$ cat config.mk
export PLATFORM = sky130hd
export DESIGN_NAME = mem_access_ctrl
export DESIGN_NICKNAME = d
export VERILOG_FILES = /design/src/rtl/mem_pkg.sv /design/src/rtl/access_counter.sv /design/src/rtl/mem_access_ctrl.sv
export SDC_FILE = /design/constraint.sdc
export NUM_CORES = 1
export LEC_CHECK = 0
export BUFFER_PORTS_ARGS = -buffer_cell sky130_fd_sc_hd__buf_2
export CAP_MARGIN = 20
export CORE_MARGIN = 2
export CORE_UTILIZATION = 30
export DETAILED_ROUTE_END_ITERATION = 10
export PLACE_DENSITY = 0.6
export SYNTH_ARGS = -nofsm -noshare
export SYNTH_HDL_FRONTEND = slang
export SYNTH_SLANG_ARGS = --single-unit
$ cat constraint.sdc
create_clock -name clk -period 1.84 [get_ports clk]
set_input_delay 0.092 -clock clk [delete_from_list [all_inputs] [get_ports clk]]
set_output_delay 0.092 -clock clk [all_outputs]
set_load 0.02 [all_outputs]
$ cat src/rtl/mem_pkg.sv
`default_nettype none
// ============================================================================
// Module      : mem_pkg
// Description : Shared types and sizes for the data-memory access path.
// Revision    : 1.0 - initial release
// ============================================================================
package mem_pkg;

  localparam int WORD_W      = 32;
  localparam int ADDR_W      = 32;
  localparam int MAX_LATENCY = 15;

  typedef enum logic [1:0] {
    IDLE   = 2'd0,
    ACCESS = 2'd1,
    DONE   = 2'd2
  } mem_state_t;

endpackage
`default_nettype wire

$ cat src/rtl/access_counter.sv
`default_nettype none
// ============================================================================
// Module      : access_counter
// Description : Up-counter with synchronous clear, count enable and a
//               terminal-count flag. Shared by the memory access controllers.
// Revision    : 1.0 - initial release
// ============================================================================
module access_counter #(
  parameter int WIDTH    = 2,
  parameter int TERMINAL = 1
) (
  input  logic             clk,
  input  logic             rst,
  input  logic             clear,
  input  logic             enable,
  output logic [WIDTH-1:0] count,
  output logic             terminal
);

  // Clear has priority so a fresh access always starts its window at zero.
  always_ff @(posedge clk or negedge rst) begin
    if (!rst) begin
      count <= '0;
    end else if (clear) begin
      count <= '0;
    end else if (enable) begin
      count <= count + 1'b1;
    end
  end

  // Terminal flag marks the last cycle of the access window.
  always_comb begin
    terminal = (count == WIDTH'(TERMINAL));
  end

endmodule
`default_nettype wire

$ cat src/rtl/mem_access_ctrl.sv
`default_nettype none
// ============================================================================
// Module      : mem_access_ctrl
// Description : Multi-cycle access controller between the EX/MEM register and
//               the data memory. Latches one request, holds address/data for
//               LATENCY cycles, commits a store exactly once, captures load
//               data and freezes the pipeline until the access completes.
// Revision    : 1.0 - initial release
// ============================================================================
module mem_access_ctrl
  import mem_pkg::*;
#(
  parameter int LATENCY = 2
) (
  input  logic              clk,
  input  logic              rst,
  input  logic              req_read,
  input  logic              req_write,
  input  logic [ADDR_W-1:0] req_addr,
  input  logic [WORD_W-1:0] req_wdata,
  output logic              freeze,
  output logic              ready,
  output logic [WORD_W-1:0] rdata,
  output logic              misalign,
  output logic [ADDR_W-1:0] mem_addr,
  output logic [WORD_W-1:0] mem_wdata,
  output logic              mem_read,
  output logic              mem_write,
  input  logic [WORD_W-1:0] mem_rdata
);

  localparam int CNT_W = $clog2(LATENCY + 1);

  // Reject out-of-range window lengths at elaboration.
  generate
    if (LATENCY < 1 || LATENCY > MAX_LATENCY) begin : g_bad_latency
      $error("mem_access_ctrl: LATENCY out of range");
    end
  endgenerate

  mem_state_t        state;
  mem_state_t        next_state;
  logic [CNT_W-1:0]  cnt;
  logic              cnt_last;
  logic              cnt_clear;
  logic              cnt_en;
  logic              latch_req;
  logic              capture;
  logic              op_read;
  logic              op_write;
  logic              misalign_q;

  access_counter #(
    .WIDTH    (CNT_W),
    .TERMINAL (LATENCY - 1)
  ) u_counter (
    .clk      (clk),
    .rst      (rst),
    .clear    (cnt_clear),
    .enable   (cnt_en),
    .count    (cnt),
    .terminal (cnt_last)
  );

  // State register.
  always_ff @(posedge clk or negedge rst) begin
    if (!rst) begin
      state <= IDLE;
    end else begin
      state <= next_state;
    end
  end

  // Next-state and output decode. The reset term on the IDLE request keeps
  // freeze low while reset is held, so every output reads zero in reset.
  always_comb begin
    next_state = state;
    freeze     = 1'b0;
    ready      = 1'b0;
    misalign   = 1'b0;
    mem_read   = 1'b0;
    mem_write  = 1'b0;
    cnt_clear  = 1'b0;
    cnt_en     = 1'b0;
    latch_req  = 1'b0;
    capture    = 1'b0;
    case (state)
      IDLE: begin
        if (rst && (req_read || req_write)) begin
          freeze     = 1'b1;
          latch_req  = 1'b1;
          cnt_clear  = 1'b1;
          next_state = ACCESS;
        end
      end
      ACCESS: begin
        freeze   = 1'b1;
        cnt_en   = 1'b1;
        mem_read = op_read;
        if (cnt_last) begin
          // Write enable only on the final window cycle: one commit edge.
          mem_write  = op_write;
          capture    = op_read;
          next_state = DONE;
        end
      end
      DONE: begin
        // Requests seen here are the old one still held upstream; ignore.
        ready      = 1'b1;
        misalign   = misalign_q;
        next_state = IDLE;
      end
      default: begin
        next_state = IDLE;
      end
    endcase
  end

  // Request latch and load-data capture; rdata persists across stores/idle.
  always_ff @(posedge clk or negedge rst) begin
    if (!rst) begin
      mem_addr   <= '0;
      mem_wdata  <= '0;
      op_read    <= 1'b0;
      op_write   <= 1'b0;
      misalign_q <= 1'b0;
      rdata      <= '0;
    end else begin
      if (latch_req) begin
        mem_addr   <= req_addr;
        mem_wdata  <= req_wdata;
        // A simultaneous read+write is a store; no load data is captured.
        op_read    <= req_read & ~req_write;
        op_write   <= req_write;
        misalign_q <= |req_addr[1:0];
      end
      if (capture) begin
        rdata <= mem_rdata;
      end
    end
  end

endmodule
`default_nettype wire
Yosys cells after proc, flatten, opt, wreduce, memory -nomap -nowiden
Cells that the tools add are included.
W data, S select, Z words.
- word-level logic and storage cells: 38
- input bits: 100
- bits in registers: 103
- output and inout port bits: 101
- muxes and demuxes: 16
- bitwise operators: 2
- reductions and logical operators: 6
- add/subtract/negate cells: 1
- eq/ne operators: 5
- operator list (cell ; count):
    $mux W1 ; 10
    $mux W2 ; 4
    $eq A2 B1 Y1 const B ; 2
    $ne A2 B2 Y1 const B ; 2
    $pmux W2 S2 ; 1
    $add A2 B1 Y2 const B ; 1
    $eq A2 B2 Y1 const B ; 1
    $logic_not A2 Y1 ; 1
    $pmux W1 S2 ; 1
    $reduce_and A2 Y1 ; 1
    $reduce_bool A2 Y1 ; 1
    $reduce_or A2 Y1 ; 1
    $and A1 B1 Y1 ; 1
    $logic_and A1 B1 Y1 ; 1
    $logic_or A1 B1 Y1 ; 1
    $not A1 Y1 ; 1

Longest topological paths before layout
- depth in word-level cells: 5
- gate-level depth with buffers: 6
- depth with buffers taken out: 4

Modules after synthesis
A second synthesis with hierarchy kept.
- cell total of the unflattened synthesis: 235
- area total of the unflattened synthesis: 3918.8 µm²
- by module, submodules not included (module ; area an instance (µm²) ; sequential area each (µm²) ; times used ; cells an instance):
    mem_access_ctrl ; 3828.7 ; 2527.4 ; 1 ; 227
    access_counter ; 90.1 ; 50.0 ; 1 ; 8

Worst setup path after synthesis
Ideal clock, no wire load.
- path type: reg2reg
- from: register state[0]
- to: register mem_addr[10]
- setup time: 125 ps
- data required time: 1715 ps
- data arrival time: 1442 ps
- stages on the path, launching flop included: 6
- slack: 273 ps
- period minus slack after synthesis: 1567 ps
- path through: dfrtp_1 or3_1 clkbuf_1 buf_6 buf_6 mux2_4
- longest elaborated chain between the ends: 2
- ends and longest elaborated chain (item ; RTL line ; source):
    start, declared ; mem_access_ctrl.sv:41 ; mem_state_t state;
    start signal, assigned ; mem_access_ctrl.sv:70 ; state <= next_state;
    $logic_not A2 Y1 ; mem_access_ctrl.sv:87 ; case (state)
    $mux W1 ; mem_access_ctrl.sv:87 ;
    end signal, assigned ; mem_access_ctrl.sv:130 ; mem_addr <= req_addr;
    end, declared ; mem_access_ctrl.sv:25 ; output logic [ADDR_W-1:0] mem_addr,
No other way between the ends.
A chain may end at the register's enable or synchronous reset.

Worst setup path after layout
- from: input port req_write
- to: register mem_wdata[20]
- longest elaborated chain between the ends: 4
- ends and longest elaborated chain (item ; RTL line ; source):
    start, declared ; mem_access_ctrl.sv:18 ; input logic req_write,
    $logic_or A1 B1 Y1 ; mem_access_ctrl.sv:89 ; if (rst && (req_read || req_write)) begin
    $logic_and A1 B1 Y1 ; mem_access_ctrl.sv:89 ;
    $mux W1 ; mem_access_ctrl.sv:89 ;
    $mux W1 ; mem_access_ctrl.sv:87 ;
    end signal, assigned ; mem_access_ctrl.sv:131 ; mem_wdata <= req_wdata;
    end, declared ; mem_access_ctrl.sv:26 ; output logic [WORD_W-1:0] mem_wdata,
No other way between the ends.

==> run metrics <==
Core Region 0.0131 mm2; detailed-route via count 3009; data required time of the worst path roughly 2.1 ns; worst hold start req_read; Max Transition Viols Final 0; max-cap viol count 0; FF-to-FF Start state[0]; Area Overhead vs Synth 62.3%; Final nets 637; crit path launch type input port; Yosys warnings 0; Worst-path clk slew 0.07 ns; Post-Syn Instances 234; # rows 42; Tmin final ~1.7 ns; post-synthesis sequential area ratio 64.5%; initial detailed-routing violation count 85; period utilization around nine tenths; crit end category flop; footprint of the multi-input gates 0.00133 mm2; CTS buffer count 9; Port Buf Inserts 200; worst reg2reg setup slack 0.31 ns; CTS tree built; worst vdd ir ~0.0011 V; largest net degree at the start of global routing 104; crit path DAT about 1.9 ns; RSZ-0062 raised after global routing no; IO Pins 201; TritonCTS Sinks 103; clk_skew 0.00546 ns; status finished clean; die area 0.0143 mm2; syn nets 335; final setup vio count 0; Critical path origin req_write; Seq cells post-synth between 100 and 150; die width 119 um; drt pass-1 iters 4; Final Hold Viols 0; CTS root buf clkbuf_16; H-tree level count 3; ANT nets after route 0; synthesized area per cell 17.1 um2; register area 0.00258 mm2; DP Area 0.00522 mm2; Register-to-Register Path Depth 3; Worst-Skew Late Latency 0.34 ns; ant diodes 0; terminus of the critical flop-to-flop path mem_wdata[20]; CTS resizes 0; Synth Cell Area 0.00400 mm2; CP Class in2reg; initial antenna violation count 0; final global-route overflow total 0; die height 119 um; Pleak 0.00323 uW; Worst Hold Path EP state[0]; Worst-Margin Slew 0.543 ns; vias in the first global route 3363; drt drc 0; Bufs on Longest Clock Path 2; # fillers 1140; FMAX 0.601 GHz; slew margin rel. 63.8%; Hold Path Class in2reg; Initial Util 30.4%; Crit Path Max Fanout 26; layout cells sized above 1 58.6%; DRT Wirelength 10200 um; hpwl dp 6090 um; PnR Total Power 11000 uW; gpl congestion 0.664; final non-filler cell area 0.00649 mm2; post-synth cell types 19; per-cell routed wire length 14.3 um; vias per cell 4.20; pwr dens roughly 1700 mW/mm2; TNS Setup 0 ns; first-pass GRT wire length between 15000 and 20000 um; worst hold stages 4; total track usage 14.8%
[flip-flops by register name, indices dropped and copies added (netlist names)]
name and count:
mem_addr 32, mem_wdata 32, u_counter.count 2, rdata 32
op_read 1, misalign_q 1, op_write 1, state 2
[worst max-delay path: stages]
cell and delay [ns]:
dlygate4sd3_1 0.55, buf_2 0.15, o21ai_1 0.20, or3_4 0.19, buf_4 0.32, mux2_2 0.39
[cells in the mapped netlist]
library cell | count | area share (%)
nand2b_1 | 1 | 0.16
ha_1 | 1 | 0.31
dfrtp_1 | 103 | 64
and3_1 | 1 | 0.16
buf_6 | 4 | 1.1
o21ai_1 | 1 | 0.13
or3_1 | 1 | 0.16
nor2_1 | 3 | 0.28
inv_1 | 4 | 0.38
a21oi_1 | 1 | 0.13
mux2_4 | 28 | 11
buf_2 | 6 | 0.75
mux2i_1 | 3 | 0.75
nand3_1 | 1 | 0.13
mux2_2 | 70 | 20
clkbuf_1 | 1 | 0.094
nor2b_1 | 2 | 0.31
and2_1 | 2 | 0.31
o22ai_1 | 1 | 0.16
[how the worst max path moves through the flow]
stage | endpoint | cells past startpoint
detailed placement | mem_wdata[15] | 3
CTS | mem_wdata[9] | 6
floorplan | mem_addr[10] | 5
global placement | mem_wdata[17] | 3
global route | mem_wdata[20] | 6
finish | mem_wdata[20] | 6
[where the power goes]
| part | total (uW) | internal [uW] | leakage [uW] | switching (uW) |
|---|---|---|---|---|
| logic | 5080 | 2380 | 0.00188 | 2700 |
| clock network | 1870 | 1060 | 0.000136 | 813 |
| registers | 4020 | 3430 | 0.00121 | 582 |
| total | 11000 | 6870 | 0.00323 | 4100 |
[logic make-up after synthesis]
family	count (synthesis)	synth area share, %
AO/OA/AOI/OAI	3	0.407
adder cells (fa/ha/maj)	1	0.313
buffers and inverters	15	2.35
multiplexers	101	31.0
flip-flops	103	64.5
AND/OR/NAND/NOR	11	1.50
[stage by stage]
| stage | utilization [%] | setup WS, ns | hold slack (ns) | cells |
|---|---|---|---|---|
| 5_1_grt | 49.4 | 0.0779 | 0.329 | 717 |
| 3_3_place_gp | 39.7 | 0.357 | 0.248 | 603 |
| 3_5_place_dp | 39.7 | 0.320 | 0.258 | 603 |
| 4_1_cts | 49.4 | 0.155 | 0.273 | 717 |
| 2_1_floorplan | - | 0.273 | -0.204 | 234 |
| 6_report | 49.4 | 0.175 | 0.286 | 717 |
[layout by cell type (no fill, tap or decap), drive strengths merged]
cell type / n
dfrtp: 103
dlygate4sd3: 98
or3: 1
mux2i: 3
clkbuf: 11
and3: 1
nand2b: 1
nor2: 3
a21oi: 1
mux2: 98
o21ai: 1
and2: 2
buf: 204
nand3: 1
ha: 1
nor2b: 2
bufinv: 1
inv: 4
o22ai: 1
clkinv: 2
clkinvlp: 2
[metal layers]
layer / GRT usage, % / wire length [um] / up-vias
met4: 4.85 / 165 / 0
li1: - / - / 1411
met2: 25.5 / 5290 / 118
met3: 6.13 / 757 / 15
met1: 16.5 / 4010 / 1465
met5: 0 / 0 / -
[area by class of cell]
cell class / count / area share, %
multi-input cells: 116 / 20.5
clock inverters: 5 / 0.906
clock buffers: 11 / 3.59
repair buffers: 302 / 31.6
well taps: 176 / 3.39
flip-flops and latches: 103 / 39.7
inverters: 4 / 0.231
[timing repair]
action	4_1_cts	5_1_grt
hold endpoints to repair	201	0
setup buffers	0	0
hold buffers	98	0
Power figures use the tool's default switching activity.
